## config.mk

```make
export PLATFORM = sky130hd
export DESIGN_NAME = video_blend_seq
export DESIGN_NICKNAME = d
export VERILOG_FILES = /design/src/rtl/xosera_pkg.sv /design/src/rtl/video_blend_seq.sv
export SDC_FILE = /design/constraint.sdc
export NUM_CORES = 1
export LEC_CHECK = 0
export ABC_CLOCK_PERIOD_IN_PS = 1600
export CAP_MARGIN = 30
export CORE_AREA = 4 4 74 76
export CTS_BUF_LIST = sky130_fd_sc_hd__clkbuf_16
export DETAILED_ROUTE_END_ITERATION = 8
export DIE_AREA = 0 0 78 80
export GPL_TIMING_DRIVEN = 1
export PLACE_DENSITY = 0.85
export SLEW_MARGIN = 20
export SYNTH_ARGS = -nofsm -noshare
export SYNTH_HDL_FRONTEND = slang
export SYNTH_SLANG_ARGS = --single-unit
```

## constraint.sdc

```tcl
create_clock -name clk -period 1.6 [get_ports clk]
set_input_delay 0.4 -clock clk [delete_from_list [all_inputs] [get_ports clk]]
set_output_delay 0.4 -clock clk [all_outputs]
set_load 0.05 [all_outputs]
```

## src/rtl/xosera_pkg.sv

```systemverilog
// Shared pixel and sequencer types for the blend pipeline.
// argb_t carries a 2-bit alpha in [15:14] above 14 bits of colour.
package xosera_pkg;

  typedef struct packed {
    logic [1:0]  alpha;
    logic [13:0] rgb;
  } argb_t;

  typedef enum logic [1:0] {
    IDLE = 2'd0,
    ARM  = 2'd1,
    RUN  = 2'd2,
    DONE = 2'd3
  } blend_seq_state_t;

  localparam logic [1:0] ALPHA_MAX = 2'b11;

endpackage

```

## src/rtl/video_blend_seq.sv

```systemverilog
// Fade sequencer rewriting playfield B alpha; every pixel/sync output is 1 cycle late, commands stall (cmd_ready_o=0) outside IDLE.
// Optional line window built only when VIDEO_BLEND_SEQ_WINDOW_EN is defined.
module video_blend_seq
  import xosera_pkg::*;
#(
  parameter int RATE_W = 4,
  parameter int LINE_W = 11
) (
  input  logic              clk,
  input  logic              reset_n,
  input  logic              vsync_i,
  input  logic              hsync_i,
  input  logic              dv_de_i,
  input  logic [15:0]       colorA_xrgb_i,
  input  logic [15:0]       colorB_xrgb_i,
  input  logic              cmd_valid_i,
  output logic              cmd_ready_o,
  input  logic              cmd_dir_i,
  input  logic [RATE_W-1:0] cmd_rate_i,
  input  logic [LINE_W-1:0] line_start_i,
  input  logic [LINE_W-1:0] line_end_i,
  input  logic              abort_i,
  input  logic              ovr_clear_i,
  output logic [15:0]       colorA_xrgb_o,
  output logic [15:0]       colorB_xrgb_o,
  output logic              vsync_o,
  output logic              hsync_o,
  output logic              dv_de_o,
  output logic              busy_o,
  output logic              done_o,
  output logic [1:0]        level_o
);

  blend_seq_state_t  state, state_nx;
  logic [1:0]        level, level_nx;
  logic              ovr_en, ovr_en_nx;
  logic              dir_q, dir_nx;
  logic [RATE_W-1:0] rate_q, rate_nx;
  logic [RATE_W-1:0] fcnt, fcnt_nx;
  logic              frame_edge;
  logic              accept;
  logic              in_window;
  argb_t             b_in, b_mod;

  // vsync_o/hsync_o double as the registered copies for edge detection
  assign frame_edge  = vsync_i & ~vsync_o;
  assign accept      = (state == IDLE) & cmd_valid_i;
  assign cmd_ready_o = (state == IDLE);
  assign busy_o      = (state != IDLE);
  assign done_o      = (state == DONE);
  assign level_o     = level;

  always_ff @(posedge clk or negedge reset_n) begin
    if (!reset_n) begin
      state  <= IDLE;
      level  <= 2'd0;
      ovr_en <= 1'b0;
      dir_q  <= 1'b0;
      rate_q <= '0;
      fcnt   <= '0;
    end else begin
      state  <= state_nx;
      level  <= level_nx;
      ovr_en <= ovr_en_nx;
      dir_q  <= dir_nx;
      rate_q <= rate_nx;
      fcnt   <= fcnt_nx;
    end
  end

  always_comb begin
    state_nx  = state;
    level_nx  = level;
    ovr_en_nx = ovr_en;
    dir_nx    = dir_q;
    rate_nx   = rate_q;
    fcnt_nx   = fcnt;
    if (ovr_clear_i) ovr_en_nx = 1'b0;
    case (state)
      IDLE: begin
        if (cmd_valid_i) begin
          dir_nx    = cmd_dir_i;
          rate_nx   = cmd_rate_i;
          level_nx  = cmd_dir_i ? 2'd0 : ALPHA_MAX;
          ovr_en_nx = 1'b1;
          state_nx  = ARM;
        end
      end
      ARM: begin
        if (abort_i) begin
          state_nx = IDLE;
        end else if (frame_edge) begin
          fcnt_nx  = '0;
          state_nx = RUN;
        end
      end
      RUN: begin
        if (abort_i) begin
          state_nx = IDLE;
        end else if (frame_edge) begin
          if (fcnt == rate_q) begin
            fcnt_nx  = '0;
            level_nx = dir_q ? level + 2'd1 : level - 2'd1;
            if (level_nx == (dir_q ? ALPHA_MAX : 2'd0)) state_nx = DONE;
          end else begin
            fcnt_nx = fcnt + 1'b1;
          end
        end
      end
      DONE:    state_nx = IDLE;
      default: state_nx = IDLE;
    endcase
  end

`ifdef VIDEO_BLEND_SEQ_WINDOW_EN
  logic [LINE_W-1:0] line_cnt, start_q, end_q;

  always_ff @(posedge clk or negedge reset_n) begin
    if (!reset_n) begin
      line_cnt <= '0;
      start_q  <= '0;
      end_q    <= '0;
    end else begin
      if (accept) begin
        start_q <= line_start_i;
        end_q   <= line_end_i;
      end
      if (frame_edge) begin
        line_cnt <= '0;
      end else if (hsync_i & ~hsync_o & ~(&line_cnt)) begin
        line_cnt <= line_cnt + 1'b1;
      end
    end
  end

  // start >= end naturally yields an empty window
  assign in_window = (line_cnt >= start_q) && (line_cnt < end_q);
`else
  logic unused_window;
  assign unused_window = ^{line_start_i, line_end_i};
  assign in_window     = 1'b1;
`endif

  always_comb begin
    b_in  = argb_t'(colorB_xrgb_i);
    b_mod = b_in;
    if (ovr_en && in_window) b_mod.alpha = level;
  end

  always_ff @(posedge clk or negedge reset_n) begin
    if (!reset_n) begin
      colorA_xrgb_o <= 16'h0000;
      colorB_xrgb_o <= 16'h0000;
      vsync_o       <= 1'b0;
      hsync_o       <= 1'b0;
      dv_de_o       <= 1'b0;
    end else begin
      colorA_xrgb_o <= colorA_xrgb_i;
      colorB_xrgb_o <= b_mod;
      vsync_o       <= vsync_i;
      hsync_o       <= hsync_i;
      dv_de_o       <= dv_de_i;
    end
  end

endmodule

```

==> run_results.csv <==
group,metric,value,unit
finish,seqCellArea,0.00123,mm2
critical_path,path_buf_inv,2,
finish,antennaDiodeCount,0,
finish,area_delta_synth_final,93.3,%
finish,drive_above_1_share,0.324,
clock_network,holdBufCountCts,0,
finish,fin_nets,292,
timing,fin_crit,1.55,ns
critical_path,cp_slowest_cell,"dfrtp_2",
synthesis,avgSynthCellArea,13.6,um2
clock_network,tritoncts,"yes",
placement,detailed_place_hpwl,3170,um
floorplan,core_area,0.00472,mm2
routing,antenna_left,0,
critical_path,crit_fanout,7,
synthesis,synthMuxAreaShare,0.0134,
floorplan,rows,25,
synthesis,synth_area,0.00168,mm2
critical_path,cp_top_family,"flip-flops",
pwr,power_switching,1.09,mW
routing,post_drt_via_cell_ratio,4.40,
clock_network,htree_num_levels,2,
timing,max_slew_margin,0.770,
floorplan,start_util,0.355,
worst_hold_path,hold_class,"input pin to async pin",
synthesis,yosys.area_share.simple,0.137,
placement,dp.cells,281,
routing,vias,1284,
timing,fmax,645,MHz
critical_path,cp-start-kind,"register",
synthesis,synth_fa_ha_area_frac,0.00747,
synthesis,ys_types,28,
finish,multiInputGateArea,434,um2
clock_network,worstSkewPairLatency,0.28,ns
critical_path,cp.required,1.20,ns
global_routing,grt_pass1_vias,1382,
pwr,max-vdd-ir-drop,0.703,mV
critical_path,cp.depth,3,
clock_network,cts_buffer_depth,2,
pwr,p_per_area,1100,mW/mm2
critical_path,crit_type,"register to primary output",
synthesis,synthXorXnorAreaFrac,0.0261,
global_routing,grt_usage,0.140,
timing,setup_viol,0,
synthesis,synth_top_family_by_area,"simple AND/OR/NAND/NOR gates",
finish,n_fill_cell,319,
pwr,p_comb_frac,0.292,
clock_network,cts_root_buf,"clkbuf_16",
routing,wl_per_cell,14.0,um
pwr,intPower,2.48,mW
placement,io_buffers,84,
status,status,"finished clean",
global_routing,antenna_found_initial,0,
synthesis,yosysWarnings,0,
pwr,power_frac_clock,0.287,
floorplan,die_h,80,um
clock_network,cts_made_buffers,5,
placement,place.gp.congestion,0.807,
synthesis,netlist_instances,123,
pwr,p_seq_frac,0.420,
synthesis,ys_ff_latch,49,
critical_path,ff2ff_path_depth,4,
global_routing,grt_pass1_wl,6650,um
clock_network,clk_pin_slew,0.07,ns
critical_path,worstPathCellList,"nor2_4, inv_1, buf_12",
critical_path,arrival,1.15,ns
global_routing,grt_max_degree,50,
routing,drc_errors,0,
run,maxCapViolCount,0,
finish,finalNonFillerCells,292,
synthesis,ys_seq_area_frac,0.732,
global_routing,grt_overflow,0,
floorplan,die-area,0.00624,mm2
timing,fin_skew,0.00465,ns
synthesis,synth_compound_area_frac,0.0709,
critical_path,rrSetupSlack,0.17,ns
routing,wirelength,4090,um
timing,tightest_slew,0.346,ns
pwr,p_sw_frac,0.304,
timing,finalHoldViolations,0,
timing,post-route-period-util,0.969,
clock_network,clock-sinks,49,
floorplan,chipWidth,78,um
routing,first_pass_iters,5,
timing,finalMaxSlewViolations,0,
pwr,fin_total_pwr,3.57,mW
routing,drt_iter0_drc,59,
critical_path,crit_path_max_incr_delay,0.46,ns
synthesis,syn_nets,191,
floorplan,top_level_ports,107,
critical_path,crit_path_end_kind,"primary output",
pwr,p_leak,1.43,nW
==> final cells by class <==
cell class | instances | share of cell area
inverters | 6 | 0.00696
flip-flops and latches | 49 | 0.379
clock buffers | 5 | 0.0386
repair buffers | 94 | 0.409
clock inverters | 3 | 0.00618
well taps | 67 | 0.0259
multi-input cells | 68 | 0.134
==> state kept, by name (all words and copies together), names as in the netlist <==
name,count
dv_de_o,1
ovr_en,1
colorA_xrgb_o,16
level_o,2
state,2
colorB_xrgb_o,16
hsync_o,1
dir_q,1
fcnt,4
rate_q,4
vsync_o,1
==> path summary, 6_finish.rpt <==
check | to | from
max | busy_o | state[0]
min | colorA_xrgb_o[5] | reset_n
max reg2reg | level_o[1] | state[0]
min reg2reg | rate_q[2] | rate_q[2]
max in group asynchronous | state[0] | reset_n
min in group clk | rate_q[2] | rate_q[2]
==> cell usage in the layout, fill, tap and decap left out, types with 2 or more instances in the layout <==
master / n
buf_12: 41
mux2_2: 2
o211ai_1: 2
nand3_1: 3
a31oi_1: 3
o21ai_0: 5
nand2_1: 23
dfrtp_1: 47
nor2_1: 5
dfrtp_2: 2
buf_4: 9
o22ai_1: 2
clkbuf_16: 5
xnor2_1: 5
clkdlybuf4s50_1: 43
inv_1: 6
==> worst register-to-register path, stage by stage (launching register included) <==
cell and delay, ns:
dfrtp_2 0.46, and2b_4 0.33, nand2_2 0.06, or2_4 0.24, o211a_1 0.22
==> kinds of logic (layout without fill, tap and decap cells) <==
| family | after synthesis | count (layout) |
|---|---|---|
| compound gates | 17 | 17 |
| xor+xnor | 5 | 5 |
| fa+ha+maj | 1 | 1 |
| buf+inv | 6 | 108 |
| flops | 49 | 49 |
| mux | 2 | 2 |
| simple gates | 43 | 43 |
==> metrics by stage <==
step	hold slack (ns)	TNS [ns]	util	setup WS (ns)	cell area (um2)
after floorplan	0.104	0	-	0.0417	1680
after global placement	0.400	-0.404	0.650	-0.144	3070
after detailed placement	0.409	-0.698	0.650	-0.174	3070
after CTS	0.104	0	0.681	0.0305	3210
after global routing	0.110	-0.00298	0.686	-0.00298	3240
final	0.0858	0	0.686	0.0500	3240
==> power by group through the flow <==
stage | Sequential, mW | Clock [mW] | Combinational (mW)
3_3_place_gp | 1.51 | 0 | 1.01
2_1_floorplan | 1.70 | 0 | 0.246
5_1_grt | 1.52 | 1.11 | 1.10
3_5_place_dp | 1.52 | 0 | 1.03
4_1_cts | 1.50 | 1.06 | 1.03
6_report | 1.50 | 1.03 | 1.04
==> layer usage <==
layer  track usage  vias to the layer above  part of all wire
li1              -                      612                 -
met1         0.160                      606              0.40
met2         0.256                       64              0.52
met3        0.0440                        2             0.073
met4        0.0332                        0            0.0046
met5             0                        -                 0
==> synth_stat cells (all sizes together) <==
| cell | n | area share |
|---|---|---|
| nor3b | 2 | 0.019 |
| nor2b | 1 | 0.0037 |
| a32o | 1 | 0.0067 |
| o211ai | 2 | 0.0090 |
| nand2 | 24 | 0.055 |
| xnor2 | 5 | 0.026 |
| or2 | 2 | 0.0090 |
| a31oi | 3 | 0.011 |
| ha | 1 | 0.0075 |
| nor2 | 6 | 0.013 |
| nand4 | 1 | 0.0075 |
| a21oi | 1 | 0.0030 |
| o21ai | 7 | 0.028 |
| dfrtp | 49 | 0.73 |
| mux2 | 2 | 0.013 |
| inv | 6 | 0.013 |
| and2 | 1 | 0.0045 |
| o22ai | 2 | 0.0075 |
| o211a | 1 | 0.0060 |
| nand4b | 1 | 0.0052 |
| nand3 | 3 | 0.0090 |
| and2b | 2 | 0.010 |
==> repair_timing <==
item	4_1_cts	5_1_grt
buffers inserted	0	3
hold endpoints to repair	0	0
resized for setup	1	1
pin swaps	0	1
setup endpoints to repair	1	2
Note: power is estimated with default switching activity, not from simulation.
